$ cat config.mk
export PLATFORM = sky130hd
export DESIGN_NAME = gcd_engine
export DESIGN_NICKNAME = d
export VERILOG_FILES = /design/src/rtl/gcd_pkg.sv /design/src/rtl/gcd_step.sv /design/src/rtl/gcd_engine.sv
export SDC_FILE = /design/constraint.sdc
export NUM_CORES = 1
export LEC_CHECK = 0
export CAP_MARGIN = 40
export CORE_UTILIZATION = 45
export DETAILED_ROUTE_END_ITERATION = 16
export PLACE_DENSITY = 0.69
export SKIP_LAST_GASP = 1
export SLEW_MARGIN = 20
export SYNTH_ARGS = -nofsm -noshare
export SYNTH_HDL_FRONTEND = slang
export SYNTH_SLANG_ARGS = --single-unit
$ cat constraint.sdc
create_clock -name clk -period 4.4 [get_ports clk]
set_input_delay 0.88 -clock clk [delete_from_list [all_inputs] [get_ports clk]]
set_output_delay 0.88 -clock clk [all_outputs]
set_load 0.005 [all_outputs]
$ cat src/rtl/gcd_pkg.sv
// Shared constants for the GCD engine: FSM state encoding and algorithm selectors.
package gcd_pkg;

  localparam logic [1:0] ST_IDLE = 2'd0;
  localparam logic [1:0] ST_CALC = 2'd1;
  localparam logic [1:0] ST_DONE = 2'd2;

  localparam int ALGO_SUB = 0;
  localparam int ALGO_BIN = 1;

  // Saturating increment, used by the iteration counter.
  function automatic logic [63:0] sat_inc(input logic [63:0] val, input logic [63:0] max_val);
    logic [63:0] res;
    if (val == max_val) begin
      res = val;
    end else begin
      res = val + 64'd1;
    end
    return res;
  endfunction

endpackage

$ cat src/rtl/gcd_step.sv
// Combinational single-iteration step of the GCD loop (subtractive Euclid or binary Stein).
module gcd_step
  import gcd_pkg::*;
#(
  parameter int WIDTH = 32,
  parameter int ALGO  = ALGO_SUB
) (
  input  logic [WIDTH-1:0]        x,
  input  logic [WIDTH-1:0]        y,
  input  logic [$clog2(WIDTH):0]  k,
  output logic [WIDTH-1:0]        x_nxt,
  output logic [WIDTH-1:0]        y_nxt,
  output logic [$clog2(WIDTH):0]  k_nxt,
  output logic                    done,
  output logic                    step
);

  localparam bit BIN_MODE = (ALGO == ALGO_BIN);

  // Priority-ordered step selection; subtraction is guarded by the magnitude compare.
  always_comb begin
    x_nxt = x;
    y_nxt = y;
    k_nxt = k;
    done  = 1'b0;
    step  = 1'b0;
    if (x == y) begin
      done = 1'b1;
    end else if (BIN_MODE && !x[0] && !y[0]) begin
      x_nxt = {1'b0, x[WIDTH-1:1]};
      y_nxt = {1'b0, y[WIDTH-1:1]};
      k_nxt = k + 1'b1;
      step  = 1'b1;
    end else if (BIN_MODE && !x[0]) begin
      x_nxt = {1'b0, x[WIDTH-1:1]};
      step  = 1'b1;
    end else if (BIN_MODE && !y[0]) begin
      y_nxt = {1'b0, y[WIDTH-1:1]};
      step  = 1'b1;
    end else if (x > y) begin
      x_nxt = x - y;
      step  = 1'b1;
    end else begin
      y_nxt = y - x;
      step  = 1'b1;
    end
  end

endmodule

$ cat src/rtl/gcd_engine.sv
// Self-sequenced GCD unit: valid/ready operand intake, iterative datapath, valid/ready result.
module gcd_engine
  import gcd_pkg::*;
#(
  parameter int WIDTH = 32,
  parameter int ALGO  = ALGO_SUB,
  parameter int CNT_W = 32
) (
  input  logic             clk,
  input  logic             reset,
  input  logic             in_valid,
  output logic             in_ready,
  input  logic [WIDTH-1:0] a,
  input  logic [WIDTH-1:0] b,
  output logic             out_valid,
  input  logic             out_ready,
  output logic [WIDTH-1:0] gcd,
  output logic [CNT_W-1:0] iter_count,
  output logic             busy
);

  localparam int KW = $clog2(WIDTH) + 1;

  logic [1:0]       state_r;
  logic [1:0]       state_nxt_s;
  logic [WIDTH-1:0] x_r;
  logic [WIDTH-1:0] y_r;
  logic [KW-1:0]    k_r;
  logic [WIDTH-1:0] gcd_r;
  logic [CNT_W-1:0] iter_count_r;
  logic             in_ready_r;
  logic             out_valid_r;
  logic             busy_r;

  logic [WIDTH-1:0] x_step_s;
  logic [WIDTH-1:0] y_step_s;
  logic [KW-1:0]    k_step_s;
  logic             done_s;
  logic             step_s;
  logic             accept_s;
  logic             zero_op_s;
  logic [CNT_W-1:0] iter_inc_s;

  gcd_step #(
    .WIDTH (WIDTH),
    .ALGO  (ALGO)
  ) u_step (
    .x     (x_r),
    .y     (y_r),
    .k     (k_r),
    .x_nxt (x_step_s),
    .y_nxt (y_step_s),
    .k_nxt (k_step_s),
    .done  (done_s),
    .step  (step_s)
  );

  // Handshake qualifiers and saturating counter increment.
  always_comb begin
    accept_s   = in_valid && (state_r == ST_IDLE);
    zero_op_s  = (a == {WIDTH{1'b0}}) || (b == {WIDTH{1'b0}});
    if (iter_count_r == {CNT_W{1'b1}}) begin
      iter_inc_s = iter_count_r;
    end else begin
      iter_inc_s = iter_count_r + {{(CNT_W-1){1'b0}}, 1'b1};
    end
  end

  // Next-state logic; a result handshake returns to IDLE without a same-cycle accept.
  always_comb begin
    state_nxt_s = state_r;
    case (state_r)
      ST_IDLE: begin
        if (accept_s) begin
          if (zero_op_s) begin
            state_nxt_s = ST_DONE;
          end else begin
            state_nxt_s = ST_CALC;
          end
        end else begin
          state_nxt_s = ST_IDLE;
        end
      end
      ST_CALC: begin
        if (done_s) begin
          state_nxt_s = ST_DONE;
        end else begin
          state_nxt_s = ST_CALC;
        end
      end
      ST_DONE: begin
        if (out_ready) begin
          state_nxt_s = ST_IDLE;
        end else begin
          state_nxt_s = ST_DONE;
        end
      end
      default: state_nxt_s = ST_IDLE;
    endcase
  end

  // State register and registered status flags decoded from the next state.
  always_ff @(posedge clk or posedge reset) begin
    if (reset) begin
      state_r     <= ST_IDLE;
      in_ready_r  <= 1'b1;
      out_valid_r <= 1'b0;
      busy_r      <= 1'b0;
    end else begin
      state_r     <= state_nxt_s;
      in_ready_r  <= (state_nxt_s == ST_IDLE);
      out_valid_r <= (state_nxt_s == ST_DONE);
      busy_r      <= (state_nxt_s == ST_CALC);
    end
  end

  // Datapath: operand capture, iteration, and result/count hold.
  always_ff @(posedge clk or posedge reset) begin
    if (reset) begin
      x_r          <= {WIDTH{1'b0}};
      y_r          <= {WIDTH{1'b0}};
      k_r          <= {KW{1'b0}};
      gcd_r        <= {WIDTH{1'b0}};
      iter_count_r <= {CNT_W{1'b0}};
    end else begin
      case (state_r)
        ST_IDLE: begin
          if (accept_s) begin
            x_r          <= a;
            y_r          <= b;
            k_r          <= {KW{1'b0}};
            iter_count_r <= {CNT_W{1'b0}};
            if (zero_op_s) begin
              gcd_r <= a | b;
            end else begin
              gcd_r <= gcd_r;
            end
          end else begin
            x_r <= x_r;
          end
        end
        ST_CALC: begin
          if (done_s) begin
            gcd_r <= x_r << k_r;
          end else begin
            x_r <= x_step_s;
            y_r <= y_step_s;
            k_r <= k_step_s;
            if (step_s) begin
              iter_count_r <= iter_inc_s;
            end else begin
              iter_count_r <= iter_count_r;
            end
          end
        end
        ST_DONE: begin
          gcd_r <= gcd_r;
        end
        default: begin
          x_r <= x_r;
        end
      endcase
    end
  end

  assign in_ready   = in_ready_r;
  assign out_valid  = out_valid_r;
  assign busy       = busy_r;
  assign gcd        = gcd_r;
  assign iter_count = iter_count_r;

endmodule
==> impl_metrics.json <==
{
  "synthMuxAreaShare_pct": 5.02,
  "rows": 54,
  "period_share_pct": 78.5,
  "start_util_pct": 46.0,
  "yosys_most_used_dff": "dfrtp_1",
  "path_clk_slew_ns": 0.07,
  "fp.dieArea_um2": 23000,
  "ff_latch_area_um2": 3330,
  "overflow": 0,
  "final_cell_mix": "o21ai_0, clkdlybuf4s50_1, dfrtp_1",
  "cp.arrival_ns": 3.74,
  "design_area_um2": 12200,
  "final_util_pct": 55.8,
  "p_per_area_nw_per_um2": 908,
  "routed_wl_um": 30500,
  "die_h_um": 152,
  "vias_per_cell": 5.86,
  "fin_crit_ns": 3.46,
  "worst_slew_pin_slew_ns": 0.801,
  "cts_root_buffer": "clkbuf_16",
  "crit_required_ns": 4.69,
  "worstSetupPathType": "flop to flop",
  "synthArstFlopShare_pct": 100,
  "grt_pass1_wl_um": 48400,
  "synth_top_family_by_area": "compound AO/OA/AOI/OAI gates",
  "clock_skew_ns": 0.00971,
  "leakagePower_nw": 5.38,
  "syn-num-nets": 1374,
  "drv_cap": 0,
  "yosys_warnings": 0,
  "initialDrtViolationCount": 710,
  "synth_edf_count": 0,
  "final-max-slew-violation-count": 0,
  "peakVddDrop_mv": 0.451,
  "gp_congestion": 0.950,
  "synth_compound_gate_area_share_pct": 22.7,
  "grt_usage_pct": 27.3,
  "stdcell_count": 1632,
  "yosysSeqAreaShare_pct": 33.0,
  "antenna_found_initial": 0,
  "place_area_um2": 11600,
  "synthAdderAreaFrac_pct": 8.34,
  "max_freq_mhz": 289,
  "cts_tree": "built",
  "cts-hold-fix-buffers": 0,
  "h-tree-depth": 4,
  "first_global_vias": 9011,
  "dp.cells": 1600,
  "io-pin-count": 135,
  "dr.pass1.iters": 6,
  "die_x_um": 152,
  "setup_viol": 0,
  "drc": 0,
  "syn_area_um2": 10100,
  "avgSynthCellArea_um2": 8.13,
  "grt_max_degree": 85,
  "path_max_fanout": 13,
  "clock_latency_ns": 0.44,
  "nNetsFinal": 1473,
  "clock_path_buffers": 2,
  "dp_hpwl_um": 22800,
  "status": "finished, final reports clean",
  "rsz0062_at_grt": "false",
  "min_path_type": "flop to flop",
  "core_area_um2": 21900,
  "cts-buffers-inserted": 17,
  "final_common_cell": "o21ai_0",
  "vias": 9567,
  "startpoint_type": "flop",
  "post_cts_buffers": 0,
  "nFillCells": 2083,
  "antenna_cells": 0,
  "ys_ff_latch": 133,
  "drive_above_1_share_pct": 5.77,
  "cts_resized": 0,
  "synth_simple_gate_area_share_pct": 18.7,
  "multi_input_area_um2": 6190,
  "synth_cell_types": 72,
  "hold_viol_final": 0,
  "io_buffer_count": 134,
  "setup-tns-final_ns": 0,
  "final_antenna_net_count": 0,
  "synthXorXnorAreaFrac_pct": 6.43,
  "wire_per_inst_um": 18.7,
  "max-slew-margin-rel_pct": 46.6,
  "syn_inst": 1240,
  "area_delta_synth_final_pct": 21.3,
  "cts_sinks": 133,
  "end_kind": "flop"
}
-- per-stage QoR --
step           hold slack, ns  setup slack (ns)  power, mW
2_1_floorplan           0.475              1.75       7.59
3_3_place_gp            0.466             0.625       9.45
3_5_place_dp            0.474             0.590       9.54
4_1_cts                 0.488             0.951       11.0
5_1_grt                 0.508             0.693       12.0
6_report                0.482             0.944       11.1
-- logic make-up (layout without fill, tap and decap cells) --
kind of cell | count (synthesis) | count (layout)
AO/OA/AOI/OAI | 387 | 387
AND/OR/NAND/NOR | 387 | 387
buffers and inverters | 147 | 259
flip-flops | 133 | 133
XOR/XNOR | 74 | 74
adder cells (fa/ha/maj) | 66 | 66
multiplexers | 46 | 46
-- synth_stat cells (11+ instances only) --
cell type	count	area, um^2
a21o_1	22	165
a211oi_1	20	150
clkbuf_1	44	165
a31oi_1	21	131
mux2_1	30	338
buf_2	16	80.1
dfrtp_1	132	3300
a21oi_1	82	410
nor4_1	21	131
nand2_1	123	462
inv_1	78	293
nor3_1	22	110
xnor2_1	45	394
xor2_1	29	254
o21ai_0	172	861
and3_1	11	68.8
nor2_1	98	368
ha_1	64	801
nand4_1	21	131
nand3_1	34	170
-- worst max-delay path, stage by stage, from the launching register on --
cell,delay [ns]
dfrtp_1,0.42
ha_1,0.59
nand4_2,0.27
nor4_2,0.46
a41o_1,0.31
nand2_1,0.23
a21oi_1,0.24
and2_1,0.57
o21ai_0,0.21
-- flip-flops by register name, summed over array words and instances (netlist names) --
name and count:
busy 1, gcd 32, in_ready 1, iter_count 32
out_valid 1, state_r 2, x_r 32, y_r 32
-- routing by layer --
layer	track usage (%)	routed length [um]	vias to the layer above
met4	9.11	642	0
met5	0	0	-
met3	4.91	1890	40
li1	-	-	4594
met2	42.8	13900	340
met1	37.9	14000	4593
-- area by class of cell --
type,count,area share (%)
sequential,133,27.2
clock buffer,17,3.48
clock inverter,15,1.29
inverter,78,2.43
multi-input combinational,960,50.6
tap,280,2.87
timing repair buffer,149,12.1
-- power by group --
part	total, mW	internal, mW	switching, mW
Combinational	7.77	2.98	4.79
Clock	1.44	0.760	0.678
Sequential	1.89	1.63	0.259
Total	11.1	5.37	5.73
-- final timing paths --
check,depth (start not counted),slack [ns],endpoint,start
max in group asynchronous,3,2.76,y_r[11],reset
min in group asynchronous,2,0.77,gcd[27],reset
min reg2reg,1,0.48,gcd[20],gcd[20]
max,8,0.94,y_r[2],x_r[14]
min,1,0.48,gcd[20],gcd[20]
max reg2reg,8,0.94,y_r[2],x_r[14]
(Power assumes the default switching activity.)
